$ cat src/rtl/fetch_unit_pkg.sv
// Shared types and constants for the instruction fetch engine.
package fetch_unit_pkg;

    localparam int          WORD_W = 32;
    localparam logic [31:0] PC_INC = 32'd4;

    typedef enum logic [1:0] {
        IDLE,
        FETCH,
        DRAIN
    } fetch_state_e;

    typedef struct packed {
        logic [WORD_W-1:0] pc;
        logic [WORD_W-1:0] ir;
    } fetch_entry_t;

endpackage

$ cat src/rtl/fetch_unit_fifo.sv
// Circular prefetch buffer holding {pc, ir} entries; flush overrides enq/deq.
module fetch_fifo
    import fetch_unit_pkg::*;
#(
    parameter int DEPTH = 4
) (
    input  logic                     CLK,
    input  logic                     RST_X,
    input  logic                     enq,
    input  logic                     deq,
    input  logic                     flush,
    input  fetch_entry_t             enq_entry,
    output fetch_entry_t             head,
    output logic [$clog2(DEPTH):0]   count
);

    localparam int PTR_W = $clog2(DEPTH);
    localparam int CNT_W = PTR_W + 1;

    fetch_entry_t           mem [DEPTH];
    logic [PTR_W-1:0]       rd_ptr;
    logic [PTR_W-1:0]       wr_ptr;

    always_ff @(posedge CLK or negedge RST_X) begin
        if (!RST_X) begin
            rd_ptr <= '0;
            wr_ptr <= '0;
            count  <= '0;
        end else if (flush) begin
            rd_ptr <= '0;
            wr_ptr <= '0;
            count  <= '0;
        end else begin
            if (enq) wr_ptr <= wr_ptr + PTR_W'(1);
            if (deq) rd_ptr <= rd_ptr + PTR_W'(1);
            count <= count + CNT_W'(enq) - CNT_W'(deq);
        end
    end

    // Storage needs no reset; count gates visibility of every entry.
    always_ff @(posedge CLK) begin
        if (enq && !flush) mem[wr_ptr] <= enq_entry;
    end

    assign head = mem[rd_ptr];

endmodule

$ cat src/rtl/fetch_unit.sv
// Handshaked instruction fetch engine: one outstanding memory request,
// prefetch queue toward decode, flush-and-refetch on taken branch.
//
//   state | meaning
//   IDLE  | no request outstanding; issue when queue has room
//   FETCH | request outstanding, its data will be enqueued
//   DRAIN | request orphaned by a redirect; its data is dropped
module fetch_unit
    import fetch_unit_pkg::*;
#(
    parameter int          DEPTH    = 4,
    parameter logic [31:0] RESET_PC = 32'h0
) (
    input  logic                CLK,
    input  logic                RST_X,
    output logic                IM_REQ,
    output logic [WORD_W-1:0]   IM_ADDR,
    input  logic                IM_ACK,
    input  logic [WORD_W-1:0]   IM_RDATA,
    output logic                IF_VALID,
    output logic [WORD_W-1:0]   IF_PC,
    output logic [WORD_W-1:0]   IF_IR,
    input  logic                IF_READY,
    input  logic                BR_TAKEN,
    input  logic [WORD_W-1:0]   BR_TARGET
);

    localparam int              CNT_W   = $clog2(DEPTH) + 1;
    localparam logic [CNT_W-1:0] DEPTH_C = CNT_W'(DEPTH);

    fetch_state_e       state;
    logic [WORD_W-1:0]  fetch_pc;
    logic [CNT_W-1:0]   count;
    logic [CNT_W-1:0]   count_next;
    logic               enq;
    logic               pop;
    fetch_entry_t       head;
    fetch_entry_t       enq_entry;

    assign enq        = (state == FETCH) && IM_ACK && !BR_TAKEN;
    assign pop        = IF_VALID && IF_READY && !BR_TAKEN;
    assign count_next = count + CNT_W'(enq) - CNT_W'(pop);
    assign enq_entry  = '{pc: IM_ADDR, ir: IM_RDATA};

    fetch_fifo #(.DEPTH(DEPTH)) u_fifo (
        .CLK       (CLK),
        .RST_X     (RST_X),
        .enq       (enq),
        .deq       (pop),
        .flush     (BR_TAKEN),
        .enq_entry (enq_entry),
        .head      (head),
        .count     (count)
    );

    assign IF_VALID = (count != '0);
    assign IF_PC    = head.pc;
    assign IF_IR    = head.ir;

    always_ff @(posedge CLK or negedge RST_X) begin
        if (!RST_X) begin
            state    <= IDLE;
            IM_REQ   <= 1'b0;
            IM_ADDR  <= RESET_PC;
            fetch_pc <= RESET_PC;
        end else begin
            unique case (state)
                IDLE: begin
                    if (BR_TAKEN) begin
                        state    <= FETCH;
                        IM_REQ   <= 1'b1;
                        IM_ADDR  <= BR_TARGET;
                        fetch_pc <= BR_TARGET;
                    end else if (count < DEPTH_C) begin
                        state   <= FETCH;
                        IM_REQ  <= 1'b1;
                        IM_ADDR <= fetch_pc;
                    end
                end
                FETCH: begin
                    if (BR_TAKEN) begin
                        fetch_pc <= BR_TARGET;
                        if (IM_ACK) IM_ADDR <= BR_TARGET;
                        else        state   <= DRAIN;
                    end else if (IM_ACK) begin
                        fetch_pc <= IM_ADDR + PC_INC;
                        if (count_next < DEPTH_C) begin
                            IM_ADDR <= IM_ADDR + PC_INC;
                        end else begin
                            state  <= IDLE;
                            IM_REQ <= 1'b0;
                        end
                    end
                end
                DRAIN: begin
                    // A redirect landing on the draining ack wins over the older target.
                    if (BR_TAKEN) fetch_pc <= BR_TARGET;
                    if (IM_ACK) begin
                        state   <= FETCH;
                        IM_ADDR <= BR_TAKEN ? BR_TARGET : fetch_pc;
                    end
                end
                default: begin
                    state  <= IDLE;
                    IM_REQ <= 1'b0;
                end
            endcase
        end
    end

endmodule

$ cat config.mk
export PLATFORM = sky130hd
export DESIGN_NAME = fetch_unit
export DESIGN_NICKNAME = d
export VERILOG_FILES = /design/src/rtl/fetch_unit_pkg.sv /design/src/rtl/fetch_unit_fifo.sv /design/src/rtl/fetch_unit.sv
export SDC_FILE = /design/constraint.sdc
export NUM_CORES = 1
export LEC_CHECK = 0
export ABC_CLOCK_PERIOD_IN_PS = 3900
export CAP_MARGIN = 20
export CORE_UTILIZATION = 48
export CTS_CLUSTER_SIZE = 16
export DETAILED_ROUTE_END_ITERATION = 16
export GPL_TIMING_DRIVEN = 0
export PLACE_DENSITY = 0.83
export SLEW_MARGIN = 20
export SYNTH_ARGS = -nofsm -noshare
export SYNTH_HDL_FRONTEND = slang
export SYNTH_SLANG_ARGS = --single-unit
$ cat constraint.sdc
create_clock -name CLK -period 3.9 [get_ports CLK]
set_input_delay 0.39 -clock CLK [delete_from_list [all_inputs] [get_ports CLK]]
set_output_delay 0.39 -clock CLK [all_outputs]
set_load 0.05 [all_outputs]
==> results.md <==
* Outcome: finished, final reports clean
* Max Slew Vio Count at 0
* Dpl cells at ~1500
* TritonCTS clock tree: done
* Critical Path Sink Type: flip-flop
* Multiplexer share of the synthesized area at 0.114
* Distinct cells, synth at 60
* Main combinational cell family by area after synthesis: multiplexers
* Simple-Gate Fraction of Synth Area at 0.0606
* Met1 WL at ~14 mm
* # H-tree levels at 2
* Asr flop ratio synth at 0.224
* 1st-pass router iterations at 6
* IO Count at about 170
* R2r setup slk at approximately 0.20 ns
* Die width at around 170 um
* CTS clk-pin slew, worst paths at ~0.060 ns
* Worst min path class: input pin to asynchronous set/reset pin
* Synth Area in Compound Gates at 0.0966
* Top Layer Used: met4
* Final hold violations at 0
* Syn nets at 989
* DRT Wirelength at 35.1 mm
* Arrival @ worst endpoint at between 4 and 5 ns
* P&R area growth vs syn at 25.3%
* Vias at between 9000 and 10000
* Commonest non-fill, non-tap cell in the layout: edfxtp_1
* Max Cap Viol at 0
* Worst hold slack at roughly 0.38 ns
* Number of fill cells at 2133
* I/O Buffers at around 170
* Net switching power at roughly 5.4 mW
* Final Non-Filler Cells at roughly 1500
* Post-DP HPWL at 23.3 mm
* Seq. cell area at around 9500 um^2
* Req. time, crit path at 4.29 ns
* Number of global-route vias before repair at a little over 9000
* Metal3 WL at approximately 2.9 mm
* DR iter-0 viols at between 1000 and 1500
* Worst skew pair latency at ~0.52 ns
* Gate Count Post-Synth at roughly 910
* Largest net degree at the start of global routing at between 40 and 50
* Final period utilization at 0.959
* Min Tclk post-route at roughly 3.7 ns
* CTS buffer count at 36
* R2R Path End: IM_ADDR[15]
* Unrepaired setup endpoints after global routing: no
* RR Startpoint: state[1]
* Mean post-synth cell area at ~15 um^2
* PwrDens at 787 nW/um^2
* Met2 routed WL at between 15 and 20 mm
* Main synth FF type: edfxtp_1
* Root buffer cell: clkbuf_16
* Tot Pwr at between 10 and 15 mW
* Max Buffers Root-to-Sink at 3
* GRT Residual Overflow at 0
* Mapped Area at roughly 14000 um^2
* Clock Skew at approximately 0.014 ns
* Share of cells above drive strength 1 at 0.143
* Drt drc at 0
* Sw Ratio at 0.387
* Sequential area share after synthesis at 0.679
* Finished Core Util at 0.612
* Critical path launch point type: input pin
* Adder-Cell Fraction of Synth Area at 0.00766
* Final #Nets at approximately 1200
* Critical-path maximum fanout at 28
* Worst Tran Pin Value at about 0.97 ns
* # setup viols final at 0
* Drt wl/cell at ~23 um
* Clock power share at 0.242
* Multi-input gate area at about 4300 um^2
* Leakage at about 5.9 nW
* Rel. slew slack at 0.354
* Post-route ant nets at 0
* Syn. warnings at 0
* Initial antenna violation count at 1
* Core Area at around 29000 um^2
* Total track usage at 0.238
* TNS Setup at 0 ns
* Most frequent cells in the layout: 256 x edfxtp_1, 165 x clkdlybuf4s50_1, 74 x dfrtp_1, 64 x mux4_2
* Die H at roughly 170 um
* CP Class: input pin to flip-flop
* Int Power at around 8.5 mW
* Sequential share of power at 0.373
* Synthesized flop and latch total at 330
* Worst R2R Path Depth at 14
* Initial core utilization at 0.488
* Synth Area in XOR/XNOR at 0.0209
* Die footprint at between 20000 and 30000 um^2
* TritonCTS Sinks at between 300 and 400
* Peak VDD IR at between 0.4 and 0.5 mV
* First-pass GRT wire length at ~54 mm
* Comb power frac at 0.384
* Placer Congestion at 0.899
* Highest clock rate at between 0.2 and 0.3 GHz
* Via/cell ratio at 6.00
* Row cnt at 62
* Post-synth EDFFs at between 200 and 300
==> through the flow <==
step / cell area [um^2] / setup WS, ns
3_5_place_dp: 16300 / -1.96
5_1_grt: 17600 / 0.0178
4_1_cts: 17600 / 0.0569
2_1_floorplan: 14000 / 0.0357
6_report: 17600 / 0.160
3_3_place_gp: 16200 / -1.91
==> layer usage <==
| layer | track usage | vias up |
|---|---|---|
| met2 | 0.386 | 507 |
| li1 | - | 4036 |
| met4 | 0.0756 | 0 |
| met1 | 0.329 | 4584 |
| met5 | 0 | - |
| met3 | 0.0442 | 78 |
==> sequential cells by signal, indices dropped and copies added, names as in the netlist <==
signal	count
u_fifo.mem	256
IM_ADDR	32
fetch_pc	32
u_fifo.count	3
state	2
u_fifo.rd_ptr	2
u_fifo.wr_ptr	2
IM_REQ	1
==> cell usage after synthesis, types with 7 or more instances <==
cell type / instances / area [um^2]
edfxtp_1: 256 / 7690
dfrtp_1: 74 / 1850
mux4_2: 64 / 1440
nor2_1: 53 / 199
a21oi_1: 52 / 260
o22ai_1: 52 / 325
nand2_1: 39 / 146
clkbuf_1: 35 / 131
o21ai_0: 34 / 170
inv_1: 21 / 78.8
xnor2_1: 21 / 184
nand3_1: 19 / 95.1
buf_1: 17 / 63.8
nand2b_1: 16 / 100
mux2_2: 13 / 146
a211oi_1: 12 / 90.1
xor2_1: 10 / 87.6
o2bb2ai_1: 9 / 78.8
a31oi_1: 8 / 50.1
a22o_1: 7 / 61.3
a22oi_1: 7 / 52.6
and3_1: 7 / 43.8
ha_1: 7 / 87.6
nor4_1: 7 / 43.8
o31a_1: 7 / 61.3
==> final cells by class <==
cell class              instances  area share
flip-flops and latches        330       0.542
multi-input cells             504       0.242
repair buffers                173       0.103
clock buffers                  43      0.0539
well taps                     384      0.0273
plain buffers                  53      0.0149
clock inverters                23      0.0124
inverters                      22     0.00490
diodes                          2    0.000284
==> power by group through the flow <==
stage	clock, mW	combinational [mW]	sequential, mW
floorplan	0	3.06	5.57
global placement	0	5.13	5.18
detailed placement	0	5.23	5.22
CTS	3.40	5.31	5.16
global route	3.55	5.62	5.26
finish	3.36	5.32	5.17
==> cell families after synthesis <==
family          Yosys count
mux                      78
simple gates            173
compound gates          213
flops                   330
buf+inv                  78
fa+ha+maj                 8
xor+xnor                 32
==> worst max-delay path: stages <==
cell and delay, ns:
clkdlybuf4s50_1 0.62, clkbuf_2 0.31, buf_4 0.39, nor2_1 0.10
ha_1 0.28, inv_1 0.05, ha_1 0.13, inv_1 0.04
fa_1 0.36, xnor3_1 0.26, o311ai_4 0.34, o21a_1 0.18
buf_2 0.26, clkbuf_4 0.27, o21ai_0 0.12
==> what timing repair did <==
| item | 4_1_cts | 5_1_grt |
|---|---|---|
| endpoints found under the hold margin | 34 | 0 |
| pin swaps | 1 | 0 |
| hold buffers | 1 | 0 |
| setup buffers | 1 | 0 |
| setup endpoints to repair | 72 | 32 |
| resized for setup | 22 | 9 |
==> how the worst max path moves through the flow <==
stage                     startpoint     endpoint  slack, ns  cells after the start
after floorplan             BR_TAKEN   IM_ADDR[3]       0.04                     17
after global placement      BR_TAKEN   IM_ADDR[2]      -1.91                     15
after detailed placement    BR_TAKEN   IM_ADDR[2]      -1.96                     15
after CTS                   state[0]  IM_ADDR[15]       0.06                     15
after global routing        BR_TAKEN  IM_ADDR[15]       0.02                     15
final                       BR_TAKEN  IM_ADDR[15]       0.16                     15
No activity file was read; power rests on OpenSTA's default activity.
